File: config.mk
export PLATFORM = sky130hd
export DESIGN_NAME = step_counter_bcd
export DESIGN_NICKNAME = d
export VERILOG_FILES = /design/src/rtl/step_counter_pkg.sv /design/src/rtl/bcd_serial_conv.sv /design/src/rtl/step_counter_bcd.sv
export SDC_FILE = /design/constraint.sdc
export NUM_CORES = 1
export LEC_CHECK = 0
export CAP_MARGIN = 20
export CORE_ASPECT_RATIO = 1.75
export CORE_MARGIN = 2
export CORE_UTILIZATION = 25
export DETAILED_ROUTE_END_ITERATION = 8
export GPL_TIMING_DRIVEN = 0
export SKIP_LAST_GASP = 1
export SLEW_MARGIN = 20
export SYNTH_ARGS = -nofsm -noshare
export SYNTH_HDL_FRONTEND = slang
export SYNTH_SLANG_ARGS = --single-unit
File: constraint.sdc
create_clock -name clk -period 3.7 [get_ports clk]
set_input_delay 0.925 -clock clk [delete_from_list [all_inputs] [get_ports clk]]
set_output_delay 0.925 -clock clk [all_outputs]
set_load 0.1 [all_outputs]
File: src/rtl/step_counter_pkg.sv
// Shared types and constants for the step counter and its serial BCD converter.
//   conv_state_t : converter FSM states
//   ADD3_THRESH  : digit value at or above which shift-add-3 adds ADD3_INC
//   clog2        : ceiling log2, used to size the converter shift counter
package step_counter_pkg;

    typedef enum logic [1:0] {
        IDLE  = 2'd0,
        SHIFT = 2'd1,
        DONE  = 2'd2
    } conv_state_t;

    localparam logic [3:0] ADD3_THRESH = 4'd5;
    localparam logic [3:0] ADD3_INC    = 4'd3;

    function automatic int clog2(input int value);
        int r;
        int v;
        r = 0;
        v = value - 1;
        while (v > 0) begin
            r = r + 1;
            v = v >> 1;
        end
        return r;
    endfunction

endpackage

File: src/rtl/bcd_serial_conv.sv
// Serial binary-to-packed-BCD converter (shift-add-3, one bit per clock).
//   clk, rst_n : clock, synchronous active-low reset
//   start      : request; accepted only in IDLE (start is ignored while busy=1)
//   bin        : binary value captured on the accepting edge
//   busy       : converter not in IDLE
//   bcd        : registered result, digit 0 in [3:0]; updated on the DONE edge
//   done       : high during the DONE cycle, i.e. bcd is written on the next edge
// Handshake: the requester holds start until it sees busy; a conversion
// started at edge S writes bcd at edge S+WIDTH+1.
module bcd_serial_conv
    import step_counter_pkg::*;
#(
    parameter int WIDTH  = 8,
    parameter int DIGITS = 3
) (
    input  logic                  clk,
    input  logic                  rst_n,
    input  logic                  start,
    input  logic [WIDTH-1:0]      bin,
    output logic                  busy,
    output logic [4*DIGITS-1:0]   bcd,
    output logic                  done
);

    localparam int BW = 4 * DIGITS;
    localparam int CW = (clog2(WIDTH) < 1) ? 1 : clog2(WIDTH);

    conv_state_t       state_q, state_d;
    logic [WIDTH-1:0]  bin_q, bin_d;
    logic [BW-1:0]     scr_q, scr_d;
    logic [CW-1:0]     cnt_q, cnt_d;
    logic [BW-1:0]     bcd_q, bcd_d;
    logic [BW-1:0]     adj;

    always_comb begin
        state_d = state_q;
        bin_d   = bin_q;
        scr_d   = scr_q;
        cnt_d   = cnt_q;
        bcd_d   = bcd_q;

        // Add-3 correction so that the following left shift carries
        // correctly from one decimal digit into the next.
        adj = scr_q;
        for (int g = 0; g < DIGITS; g++) begin
            if (scr_q[4*g +: 4] >= ADD3_THRESH) begin
                adj[4*g +: 4] = scr_q[4*g +: 4] + ADD3_INC;
            end
        end

        case (state_q)
            IDLE: begin
                if (start) begin
                    bin_d   = bin;
                    scr_d   = '0;
                    cnt_d   = '0;
                    state_d = SHIFT;
                end
            end
            SHIFT: begin
                // Top bit of adj is always zero for in-range inputs; it is dropped.
                scr_d = BW'({adj, bin_q[WIDTH-1]});
                bin_d = bin_q << 1;
                cnt_d = cnt_q + 1'b1;
                if (cnt_q == CW'(WIDTH - 1)) begin
                    state_d = DONE;
                end
            end
            DONE: begin
                bcd_d   = scr_q;
                state_d = IDLE;
            end
            default: state_d = IDLE;
        endcase
    end

    always_ff @(posedge clk) begin
        if (!rst_n) begin
            state_q <= IDLE;
            bin_q   <= '0;
            scr_q   <= '0;
            cnt_q   <= '0;
            bcd_q   <= '0;
        end else begin
            state_q <= state_d;
            bin_q   <= bin_d;
            scr_q   <= scr_d;
            cnt_q   <= cnt_d;
            bcd_q   <= bcd_d;
        end
    end

    assign busy = (state_q != IDLE);
    assign done = (state_q == DONE);
    assign bcd  = bcd_q;

endmodule

File: src/rtl/step_counter_bcd.sv
// Up/down modulo-MODULUS step counter driven by push-button press edges,
// with parallel load, wrap/saturate bounds and a serial BCD readout.
//   clk, rst_n : clock, synchronous active-low reset
//   step_in    : raw active-low button level (asynchronous)
//   load_n     : synchronous load, active-low, wins over counting
//   up, en     : direction and count enable
//   d          : load value (clamped to MODULUS-1)
//   q, tc      : count and one-cycle wrap pulse
//   at_limit   : q sits at the bound in the current direction
//   bcd        : packed BCD of q; bcd_valid says it matches the current q
module step_counter_bcd
    import step_counter_pkg::*;
#(
    parameter int WIDTH    = 8,
    parameter int MODULUS  = 200,
    parameter int DIGITS   = 3,
    parameter int SATURATE = 0
) (
    input  logic                  clk,
    input  logic                  rst_n,
    input  logic                  step_in,
    input  logic                  load_n,
    input  logic                  up,
    input  logic                  en,
    input  logic [WIDTH-1:0]      d,
    output logic [WIDTH-1:0]      q,
    output logic                  tc,
    output logic                  at_limit,
    output logic [4*DIGITS-1:0]   bcd,
    output logic                  bcd_valid
);

    if (MODULUS < 2 || longint'(MODULUS) > (longint'(1) << WIDTH)) begin : g_bad_modulus
        $error("step_counter_bcd: MODULUS out of range for WIDTH");
    end
    if ((10 ** DIGITS) < MODULUS) begin : g_bad_digits
        $error("step_counter_bcd: DIGITS too small to display MODULUS-1");
    end

    localparam logic [WIDTH-1:0] MAXV = WIDTH'(MODULUS - 1);

    logic              s1_q, s1_d, s2_q, s2_d, s3_q, s3_d;
    logic [WIDTH-1:0]  q_q, q_d;
    logic              tc_q, tc_d;
    logic              pending_q, pending_d;
    logic              bcd_valid_q, bcd_valid_d;
    logic              step_evt;
    logic              q_changed;
    logic              conv_start;
    logic              conv_busy;
    logic              conv_done;

    // Synchronised level went from released (1) to pressed (0).
    assign step_evt = s3_q & ~s2_q;

    always_comb begin
        s1_d = step_in;
        s2_d = s1_q;
        s3_d = s2_q;
        q_d  = q_q;
        tc_d = 1'b0;

        if (!load_n) begin
            q_d = (d > MAXV) ? MAXV : d;
        end else if (en && step_evt) begin
            if (up) begin
                if (q_q != MAXV) begin
                    q_d = q_q + 1'b1;
                end else if (SATURATE == 0) begin
                    q_d  = '0;
                    tc_d = 1'b1;
                end
            end else begin
                if (q_q != '0) begin
                    q_d = q_q - 1'b1;
                end else if (SATURATE == 0) begin
                    q_d  = MAXV;
                    tc_d = 1'b1;
                end
            end
        end

        q_changed  = (q_d != q_q);
        conv_start = pending_q & ~conv_busy;

        // A change on the same edge as a start keeps pending set, so the
        // conversion just launched (with the old q) is followed by another.
        pending_d = pending_q;
        if (q_changed) begin
            pending_d = 1'b1;
        end else if (conv_start) begin
            pending_d = 1'b0;
        end

        bcd_valid_d = bcd_valid_q;
        if (q_changed) begin
            bcd_valid_d = 1'b0;
        end else if (conv_done) begin
            bcd_valid_d = ~pending_q;
        end
    end

    always_ff @(posedge clk) begin
        if (!rst_n) begin
            s1_q        <= 1'b1;
            s2_q        <= 1'b1;
            s3_q        <= 1'b1;
            q_q         <= '0;
            tc_q        <= 1'b0;
            pending_q   <= 1'b0;
            bcd_valid_q <= 1'b1;
        end else begin
            s1_q        <= s1_d;
            s2_q        <= s2_d;
            s3_q        <= s3_d;
            q_q         <= q_d;
            tc_q        <= tc_d;
            pending_q   <= pending_d;
            bcd_valid_q <= bcd_valid_d;
        end
    end

    bcd_serial_conv #(
        .WIDTH  (WIDTH),
        .DIGITS (DIGITS)
    ) u_conv (
        .clk   (clk),
        .rst_n (rst_n),
        .start (conv_start),
        .bin   (q_q),
        .busy  (conv_busy),
        .bcd   (bcd),
        .done  (conv_done)
    );

    assign q         = q_q;
    assign tc        = tc_q;
    assign at_limit  = up ? (q_q == MAXV) : (q_q == '0);
    assign bcd_valid = bcd_valid_q;

endmodule

## Yosys cells after proc, flatten, opt, wreduce, memory -nomap -nowiden

Index checks and enable logic that the tools add are counted.

- Bitwise gates (word level): 5
- Reduce and logical (&&, ||, !) cells: 11
- Add/sub/neg operators: 6
- Magnitude comparators: 4
- Muxes and demuxes: 26
- Equal/unequal tests: 8

Operators by type and width:

| kind | count |
|---|---|
| $mux W8 | 7 |
| $pmux W12 S2 | 1 |
| $pmux W8 S2 | 1 |
| $ge A4 B3 Y1 const B | 3 |
| $mux W12 | 1 |
| $add A4 B2 Y4 const B | 2 |
| $add A8 B1 Y8 const B | 1 |
| $eq A8 B8 Y1 const B | 1 |
| $gt A8 B8 Y1 const B | 1 |
| $logic_not A8 Y1 | 1 |
| $mux W1 | 8 |
| $mux W4 | 2 |
| $ne A8 B8 Y1 | 1 |
| $ne A8 B8 Y1 const B | 1 |
| $reduce_bool A2 Y1 | 4 |
| $reduce_bool A8 Y1 | 1 |
| $sub A8 B1 Y8 const B | 1 |
| $mux W3 | 2 |
| $pmux W3 S2 | 1 |
| $mux W2 | 2 |
| $pmux W2 S2 | 1 |
| $reduce_and A2 Y1 | 2 |
| $add A3 B1 Y3 const B | 1 |
| $add A3 B2 Y3 const B | 1 |
| other kinds (10) | 13 |

- Register bits after elaboration: 51

## Longest topological paths before layout

Gate-level depths: netlist of run 1.

- Word-level depth: 7
- Mapped depth: 9
- Mapped depth without buffers: 8

## Hierarchy

A second synthesis of run 1 with hierarchy kept.

- Cell total of the unflattened synthesis: 360
- Area, all modules: 3052.9 sq um

By module, submodules not included:

| module | instances | cells an instance | area an instance (sq um) |
|---|---|---|---|
| bcd_serial_conv | 1 | 195 | 1742.9 |
| step_counter_bcd | 1 | 165 | 1310.0 |

## Worst setup path after synthesis of run 1

Ideal clock, no wire load.

- Kind: reg2out
- Start point: register q_q[1] (netlist: q[1])
- End point: output at_limit
- Setup slack: -0.345 ns
- Stages on the path, launching flop included: 6
- Path buffers: 1
- Required time: 2.775 ns
- Data arrival time: 3.120 ns
- Path through: dfxtp_1 > clkbuf_1 > inv_1 > ha_1 > or4b_4 > o21ai_1

- Longest elaborated chain between the ends: 2
- Elaborated cells on any way between the ends: 3

RTL lines:

| what | RTL line | source |
|---|---|---|
| from (decl) | step_counter_bcd.sv:43 | `logic [WIDTH-1:0] q_q, q_d;` |
| from (signal assigned) | step_counter_bcd.sv:116 | `q_q <= q_d;` |
| $eq A8 B8 Y1 / $logic_not A8 Y1 (equally long branches) | step_counter_bcd.sv:138 | `assign at_limit = up ? (q_q == MAXV) : (q_q == '0);` |
| $mux W1 * | step_counter_bcd.sv:138 |  |
| to (decl) | step_counter_bcd.sv:28 | `output logic at_limit,` |

Every way passes the cells marked *; elsewhere a longest branch is shown, timed or not.

## Final worst setup path of run 1

Same ends and word-level chain as after synthesis.

==> impl_results.rst, run 1 <==
.. list-table::
   :header-rows: 1

   * - Metric
     - Value
   * - CTS Root Buffer Type
     - sky130_fd_sc_hd__clkbuf_16
   * - Via count
     - 2,861
   * - Most frequent cells in the layout
     - sky130_fd_sc_hd__nand2_1, sky130_fd_sc_hd__dfxtp_1, sky130_fd_sc_hd__nor2_1
   * - Final ANT Viol Nets
     - 0
   * - # H-tree levels
     - 2
   * - Standard cell core area
     - 0.01110 mm²
   * - Main combinational cell family by area after synthesis
     - simple AND/OR/NAND/NOR gates
   * - Hold_buf cts
     - 0
   * - Number of synthesized flops with an enable pin
     - 0
   * - Compound-gate portion of the synthesized area
     - 23.87%
   * - Fraction of the mapped netlist area in adder cells
     - 4.854%
   * - Grt total ovfl
     - 0
   * - Fraction of final layout cells with drive strength greater than 1
     - 4.337%
   * - Detailed-route vias per instance
     - 5.230
   * - Die width
     - 84.50 µm
   * - Final period utilization
     - 95.36%
   * - Number of nets at the end of the flow
     - 439
   * - Max Buffers Root-to-Sink
     - 2
   * - Count of inserted antenna diode cells
     - 0
   * - Highest ir drop seen on vdd
     - 0.2526 mV
   * - Clock network latency to the later pin of the worst-skew pair
     - 0.30 ns
   * - Cell area power density
     - 383.0 mW/mm²
   * - Wire length of the first global-routing pass
     - 13.62 mm
   * - Detailed-route wire length
     - 8.248 mm
   * - Cell Int Power
     - 911.3 µW
   * - Synth Net Count
     - 398
   * - Worst Path Max Fanout
     - 9
   * - Total power of the final layout
     - 1.340 mW
   * - Placed cell area
     - 0.003344 mm²
   * - Number of DRC markers in iteration 0
     - 69
   * - First-pass iteration count of the detailed router
     - 4
   * - DR DRC count
     - 0
   * - Effective utilization at floorplan
     - 25.54%
   * - Die extent in y
     - 144.9 µm
   * - Result of the run
     - finished, final reports clean
   * - Req. time, crit path
     - 2.77 ns
   * - Area enclosed by the die boundary
     - 0.01224 mm²
   * - Max Cap Viol
     - 0
   * - Final TNS setup
     - 0 ns
   * - Clock-pin slew on the worst setup and hold paths
     - 0.07 ns
   * - Via count of the first global-routing pass
     - 2,831
   * - Endpoint class of the critical path
     - output port
   * - Summed instance area of the synthesized netlist
     - 0.002835 mm²
   * - Unrepaired setup endpoints after global routing
     - no
   * - Initial antenna violation count
     - 0
   * - Switching part of the total
     - 31.98%
   * - Fraction of registers with async set or reset after synthesis
     - 0%
   * - Primary flip-flop cell chosen by synthesis mapping
     - sky130_fd_sc_hd__dfxtp_1
   * - Total number of yosys warnings
     - 0
   * - Average detailed-routed wire length per instance
     - 15.08 µm
   * - Standard-cell row count
     - 51
   * - Max Clock Freq
     - 283.4 MHz
   * - Critical path launch point type
     - flip-flop
   * - XOR/XNOR share of the synthesized area
     - 3.089%
   * - Most common library cell in the layout ignoring fill and taps
     - sky130_fd_sc_hd__nand2_1
   * - Worst clock skew
     - 0.004404 ns
   * - Final count of pins violating max slew
     - 0
   * - Combinational share of power
     - 20.2%
   * - Final weighted congestion in routability-driven placement
     - 0.9284
   * - Setup violation total in the final timing report
     - 0
   * - Count of input and output buffers
     - 34
   * - Class of the tightest hold or removal check
     - reg2reg
   * - Proportion of synthesized area in mux cells
     - 0.5296%
   * - Sink count of the clock tree
     - 51
   * - Count of boundary I/O pins
     - 37
   * - Largest net degree at the start of global routing
     - 19
   * - Filler Cells Inserted
     - 1,238
   * - Post-layout minimum cycle time
     - 3.528 ns
   * - Sequential-to-total area share from yosys stat
     - 36.01%
   * - Net switching power figure
     - 428.4 µW
   * - Layout overhead on the synthesized area
     - 23.39%
   * - Post-Synthesis Cells
     - 373
   * - Post-DP HPWL
     - 6.328 mm
   * - Post-synthesis area per instance
     - 7.601 µm²
   * - Cell area after layout
     - 0.003498 mm²
   * - Number of buffers inserted during clock tree synthesis
     - 5
   * - Worst-case hold slack
     - 0.4081 ns
   * - Clk network pwr share
     - 35.9%
   * - Static Leakage
     - 1.175 nW
   * - Critical path data arrival time
     - 2.60 ns
   * - Number of storage elements in the synthesis netlist
     - 51
   * - Simple-Gate Fraction of Synth Area
     - 26.52%
   * - Count of endpoints failing hold in the final timing report
     - 0
   * - Unique cell type count in the Yosys netlist
     - 53
   * - Transition time at the pin with the least slew margin
     - 0.9726 ns
   * - Sequential power share
     - 43.9%
   * - Crit Path Class
     - reg2out
   * - TritonCTS clock tree
     - done
   * - Aggregate global-route resource usage
     - 13.88%
   * - Worst slew margin relative to its limit
     - 34.96%
==> registers in the layout, summed over array words and instances, names as in the netlist <==
name            count
pending_q           1
u_conv.scr_q       12
u_conv.bin_q        8
u_conv.bcd         12
s2_q                1
q                   8
tc                  1
s3_q                1
s1_q                1
u_conv.cnt_q        3
u_conv.state_q      2
bcd_valid           1
==> timing repair <==
action                                  in CTS  in global routing
gates resized for setup                      3                  0
buffers inserted                             0                  0
endpoints found under the setup margin       1                  0
==> path summary, 6_finish.rpt <==
check,from,to,slack [ns],cells after the start
max,q[1]$_SDFF_PN0_,at_limit,0.17,6
min reg2reg,s1_q$_SDFF_PN1_,s2_q$_SDFF_PN1_,0.41,1
min,s1_q$_SDFF_PN1_,s2_q$_SDFF_PN1_,0.41,1
max reg2reg,q[1]$_SDFF_PN0_,pending_q$_SDFFE_PN0P_,0.65,9
==> synth_stat cells (2+ instances only) <==
cell | count | share of area (%)
sky130_fd_sc_hd__nand2_1 | 56 | 7.4
sky130_fd_sc_hd__dfxtp_1 | 51 | 36
sky130_fd_sc_hd__nor2_1 | 42 | 5.6
sky130_fd_sc_hd__a21oi_1 | 33 | 5.8
sky130_fd_sc_hd__clkbuf_1 | 22 | 2.9
sky130_fd_sc_hd__o21ai_0 | 17 | 3.0
sky130_fd_sc_hd__nor3_1 | 12 | 2.1
sky130_fd_sc_hd__ha_1 | 11 | 4.9
sky130_fd_sc_hd__nand2b_1 | 11 | 2.4
sky130_fd_sc_hd__a311oi_1 | 10 | 3.1
sky130_fd_sc_hd__a22oi_1 | 9 | 2.4
sky130_fd_sc_hd__inv_1 | 9 | 1.2
sky130_fd_sc_hd__nand3_1 | 7 | 1.2
sky130_fd_sc_hd__xnor2_1 | 6 | 1.9
sky130_fd_sc_hd__a211oi_1 | 5 | 1.3
sky130_fd_sc_hd__a31oi_1 | 5 | 1.1
sky130_fd_sc_hd__nand4_1 | 5 | 1.1
sky130_fd_sc_hd__nor2b_1 | 5 | 1.1
sky130_fd_sc_hd__o211ai_1 | 5 | 1.3
sky130_fd_sc_hd__or3_1 | 5 | 1.1
sky130_fd_sc_hd__and3_1 | 4 | 0.88
sky130_fd_sc_hd__xor2_1 | 4 | 1.2
sky130_fd_sc_hd__clkinv_1 | 3 | 0.40
sky130_fd_sc_hd__o21a_1 | 3 | 0.79
sky130_fd_sc_hd__buf_2 | 2 | 0.35
sky130_fd_sc_hd__nand3b_1 | 2 | 0.53
sky130_fd_sc_hd__o32ai_1 | 2 | 0.62
sky130_fd_sc_hd__or4_1 | 2 | 0.53
==> power by group through the flow <==
stage | clock network, mW | logic [mW] | registers, mW
6_report | 0.481 | 0.271 | 0.588
3_5_place_dp | 0 | 0.269 | 0.601
5_1_grt | 0.519 | 0.292 | 0.591
3_3_place_gp | 0 | 0.268 | 0.600
4_1_cts | 0.499 | 0.270 | 0.588
2_1_floorplan | 0 | 0.146 | 0.644
==> cells by family after synthesis <==
kind of cell / Yosys count
compound gates: 103
mux: 1
fa+ha+maj: 11
simple gates: 159
xor+xnor: 10
flops: 51
buf+inv: 38
==> metrics by stage <==
| step | std cells | util [%] | setup slack (ns) |
|---|---|---|---|
| floorplan | 373 | - | 0.2038 |
| global placement | 539 | 30.12 | -0.2918 |
| detailed placement | 539 | 30.12 | -0.2898 |
| CTS | 547 | 31.51 | 0.1869 |
| global route | 547 | 31.51 | 0.09432 |
| finish | 547 | 31.51 | 0.1716 |
==> final cells by class <==
type / instances / area, µm² / share of cell area (%)
inverters: 13 / 48.80 / 1.395
clock buffers: 5 / 125.1 / 3.577
well taps: 132 / 165.2 / 4.721
flip-flops and latches: 51 / 1021 / 29.18
repair buffers: 34 / 341.6 / 9.764
multi-input cells: 284 / 1673 / 47.82
clock inverters: 3 / 27.53 / 0.7868
plain buffers: 25 / 96.34 / 2.754
==> critical path, cell delays in order (launching register included) <==
cell and delay [ns]:
sky130_fd_sc_hd__dfxtp_1 0.33, sky130_fd_sc_hd__clkbuf_1 0.24, sky130_fd_sc_hd__inv_1 0.14, sky130_fd_sc_hd__ha_1 0.19, sky130_fd_sc_hd__or4b_4 0.53, sky130_fd_sc_hd__o21ai_2 0.28
sky130_fd_sc_hd__clkdlybuf4s15_2 0.60
==> routing by layer <==
metal  vias to the layer above  part of all wire (%)  global-route usage, %
li1                       1408                     -                      -
met1                      1347                    38                  14.31
met2                        81                    53                  26.19
met4                         0                   4.3                  8.939
met5                         -                     0                      0
met3                        25                   3.8                  1.531
Power figures use the tool's default switching activity.
==> inputs of run 2 (changes only) <==
--- a/config.mk
+++ b/config.mk
@@ -5,6 +5,7 @@
 export SDC_FILE = /design/constraint.sdc
 export NUM_CORES = 1
 export LEC_CHECK = 0
+export ABC_CLOCK_PERIOD_IN_PS = 3700
 export CAP_MARGIN = 20
 export CORE_ASPECT_RATIO = 1.75
 export CORE_MARGIN = 2
==> results of run 2 <==
Same layout as run 1: the final DEF is identical, and so are final timing and power.
==> inputs of run 3 (changes only) <==
--- a/config.mk
+++ b/config.mk
@@ -7,7 +7,6 @@
 export LEC_CHECK = 0
 export ABC_CLOCK_PERIOD_IN_PS = 3700
 export CAP_MARGIN = 20
-export CORE_ASPECT_RATIO = 1.75
 export CORE_MARGIN = 2
 export CORE_UTILIZATION = 25
 export DETAILED_ROUTE_END_ITERATION = 8
==> run 3 against run 2 <==
Compared with the run above: sequential cell count unchanged; worst hold slack improved by 0.012 ns; critical path type unchanged; via count decreased by 1.8%; register-to-register slack improved by 0.03 ns; clock skew increased by 0.0035 ns; highest routed layer unchanged.
==> impl_results.rst, run 3 (same netlist as run 1, synthesis figures left out) <==
.. list-table::
   :header-rows: 1

   * - Metric
     - Value
   * - Aggregate global-route resource usage
     - 12.94% (was 13.88%)
   * - Crit Path Class
     - reg2out (unchanged)
   * - Cell area after layout
     - 0.003507 mm² (was 0.003498 mm²)
   * - Die width
     - 110.5 µm (was 84.50 µm)
   * - Endpoint class of the critical path
     - output port (unchanged)
   * - # H-tree levels
     - 2 (unchanged)
   * - Count of boundary I/O pins
     - 37 (unchanged)
   * - Critical path launch point type
     - flip-flop (unchanged)
   * - Average detailed-routed wire length per instance
     - 13.98 µm (was 15.08 µm)
   * - Area enclosed by the die boundary
     - 0.01221 mm² (was 0.01224 mm²)
   * - Number of nets at the end of the flow
     - 439 (unchanged)
   * - Clock-pin slew on the worst setup and hold paths
     - 0.08 ns (was 0.07 ns)
   * - Max Cap Viol
     - 0 (unchanged)
   * - Final count of pins violating max slew
     - 0 (unchanged)
   * - Class of the tightest hold or removal check
     - reg2reg (unchanged)
   * - Number of DRC markers in iteration 0
     - 142 (was 69)
   * - Most common library cell in the layout ignoring fill and taps
     - sky130_fd_sc_hd__nand2_1 (unchanged)
   * - Worst-case hold slack
     - 0.4202 ns (was 0.4081 ns)
   * - Final core occ
     - 32.07% (was 31.51%)
   * - Max Clock Freq
     - 287.0 MHz (was 283.4 MHz)
   * - Critical path buffers and inverters
     - 3 (unchanged)
   * - TritonCTS clock tree
     - done (unchanged)
   * - Detailed-route wire length
     - 7.757 mm (was 8.248 mm)
   * - Detailed-route vias per instance
     - 5.061 (was 5.230)
   * - Effective utilization at floorplan
     - 25.93% (was 25.54%)
   * - Setup violation total in the final timing report
     - 0 (unchanged)
   * - Worst Path Max Fanout
     - 9 (unchanged)
   * - Final weighted congestion in routability-driven placement
     - 0.8938 (was 0.9284)
   * - Standard-cell row count
     - 38 (was 51)
   * - Cell area power density
     - 383.0 mW/mm² (about the same)
   * - Via count
     - 2,809 (was 2,861)
   * - Transition time at the pin with the least slew margin
     - 0.9782 ns (was 0.9726 ns)
   * - Hold_buf cts
     - 0 (unchanged)
   * - Cell chain of the critical path
     - clkbuf_1, inv_1, ha_1, or4b_4, o21ai_2, clkdlybuf4s15_2 (unchanged)
   * - Worst-case setup slack after placement
     - -0.2738 ns (was -0.2898 ns)
   * - First-pass iteration count of the detailed router
     - 4 (unchanged)
   * - Max Buffers Root-to-Sink
     - 2 (unchanged)
   * - Slowest cell delay on critical path
     - 0.59 ns (was 0.60 ns)
   * - Number of buffers inserted during clock tree synthesis
     - 5 (unchanged)
   * - Unrepaired setup endpoints after global routing
     - no (unchanged)
   * - Most frequent cells in the layout
     - sky130_fd_sc_hd__nand2_1, sky130_fd_sc_hd__dfxtp_1, sky130_fd_sc_hd__nor2_1 (unchanged)
   * - Post-layout minimum cycle time
     - 3.485 ns (was 3.528 ns)
   * - Result of the run
     - finished, final reports clean (unchanged)
   * - Worst slew margin relative to its limit
     - 34.58% (was 34.96%)
   * - Static Leakage
     - 1.178 nW (was 1.175 nW)
   * - Wire length of the first global-routing pass
     - 13.25 mm (was 13.62 mm)
   * - Sink count of the clock tree
     - 51 (unchanged)
   * - Final TNS setup
     - 0 ns (unchanged)
   * - Fraction of final layout cells with drive strength greater than 1
     - 4.337% (unchanged)
   * - Die extent in y
     - 110.5 µm (was 144.9 µm)
   * - Via count of the first global-routing pass
     - 2,728 (was 2,831)
   * - Clock network latency to the later pin of the worst-skew pair
     - 0.30 ns (about the same)
   * - Critical path data arrival time
     - 2.56 ns (was 2.60 ns)
   * - Standard cell core area
     - 0.01094 mm² (was 0.01110 mm²)
   * - Count of cells resized by post-cts repair
     - 3 (unchanged)
   * - Placed cell area
     - 0.003354 mm² (was 0.003344 mm²)
   * - Worst clock skew
     - 0.007914 ns (was 0.004404 ns)
   * - Gate family responsible for the most delay along the worst path
     - buffers and inverters (unchanged)
   * - Grt total ovfl
     - 0 (unchanged)
   * - CTS Root Buffer Type
     - sky130_fd_sc_hd__clkbuf_16 (unchanged)
   * - Slowest cell on crit path
     - sky130_fd_sc_hd__clkdlybuf4s15_2 (unchanged)
   * - Post-CTS setup buffer count
     - 0 (unchanged)
   * - Count of inserted antenna diode cells
     - 0 (unchanged)
   * - Post-DP HPWL
     - 5.778 mm (was 6.328 mm)
   * - DR DRC count
     - 0 (unchanged)
   * - Count of input and output buffers
     - 34 (unchanged)
   * - Largest net degree at the start of global routing
     - 19 (unchanged)
   * - Count of endpoints failing hold in the final timing report
     - 0 (unchanged)
   * - Final period utilization
     - 94.18% (was 95.36%)
   * - Initial antenna violation count
     - 0 (unchanged)
   * - Highest ir drop seen on vdd
     - 0.1783 mV (was 0.2526 mV)
   * - Final ANT Viol Nets
     - 0 (unchanged)
   * - Layout overhead on the synthesized area
     - 23.70% (was 23.39%)
   * - Req. time, crit path
     - 2.77 ns (about the same)
   * - Least setup slack across all paths after layout
     - 0.2154 ns (was 0.1716 ns)
==> run 3: cell types whose count changed in the layout (fill, tap and decap cells not counted), sizes merged <==
cell / before / now
inv: 11 / 12
clkinvlp: 1 / 0
==> run 3: power by group <==
part | internal, mW | switching (mW)
Combinational | 0.0860 | 0.184
Sequential | 0.568 | 0.0180
Clock | 0.257 | 0.230
Total | 0.912 | 0.432
==> run 3: area by class of cell <==
| cell class | instances | area, µm² |
|---|---|---|
| tap | 140 | 175.2 |
| sequential | 51 | 1021 |
| multi-input combinational | 284 | 1673 |
| timing repair buffer | 34 | 341.6 |
| buffer | 25 | 96.34 |
| fill | 1186 | 7428 |
| inverter | 13 | 48.80 |
| clock inverter | 3 | 26.28 |
| clock buffer | 5 | 125.1 |
==> run 3: final timing paths <==
check	to	cells after the start	slack, ns	startpoint
worst max-delay path	at_limit	6	0.22	q[1]$_SDFF_PN0_
worst min-delay path	s2_q$_SDFF_PN1_	1	0.42	s1_q$_SDFF_PN1_
worst max register to register	pending_q$_SDFFE_PN0P_	9	0.68	q[1]$_SDFF_PN0_
worst min register to register	s2_q$_SDFF_PN1_	1	0.42	s1_q$_SDFF_PN1_
==> run 3: metrics by stage <==
stage	instances	total power [mW]
final	555	1.343
after floorplan	373	0.7891
after CTS	555	1.360
after global routing	555	1.407
after global placement	547	0.8624
after detailed placement	547	0.8661
==> run 3: routing by layer <==
metal | wire, µm | up-vias | global-route usage [%]
met1 | 3694 | 1316 | 17.27
met2 | 3600 | 76 | 20.94
li1 | - | 1410 | -
met5 | 0 | - | 0
met4 | 117 | 0 | 5.000
met3 | 344 | 7 | 2.086
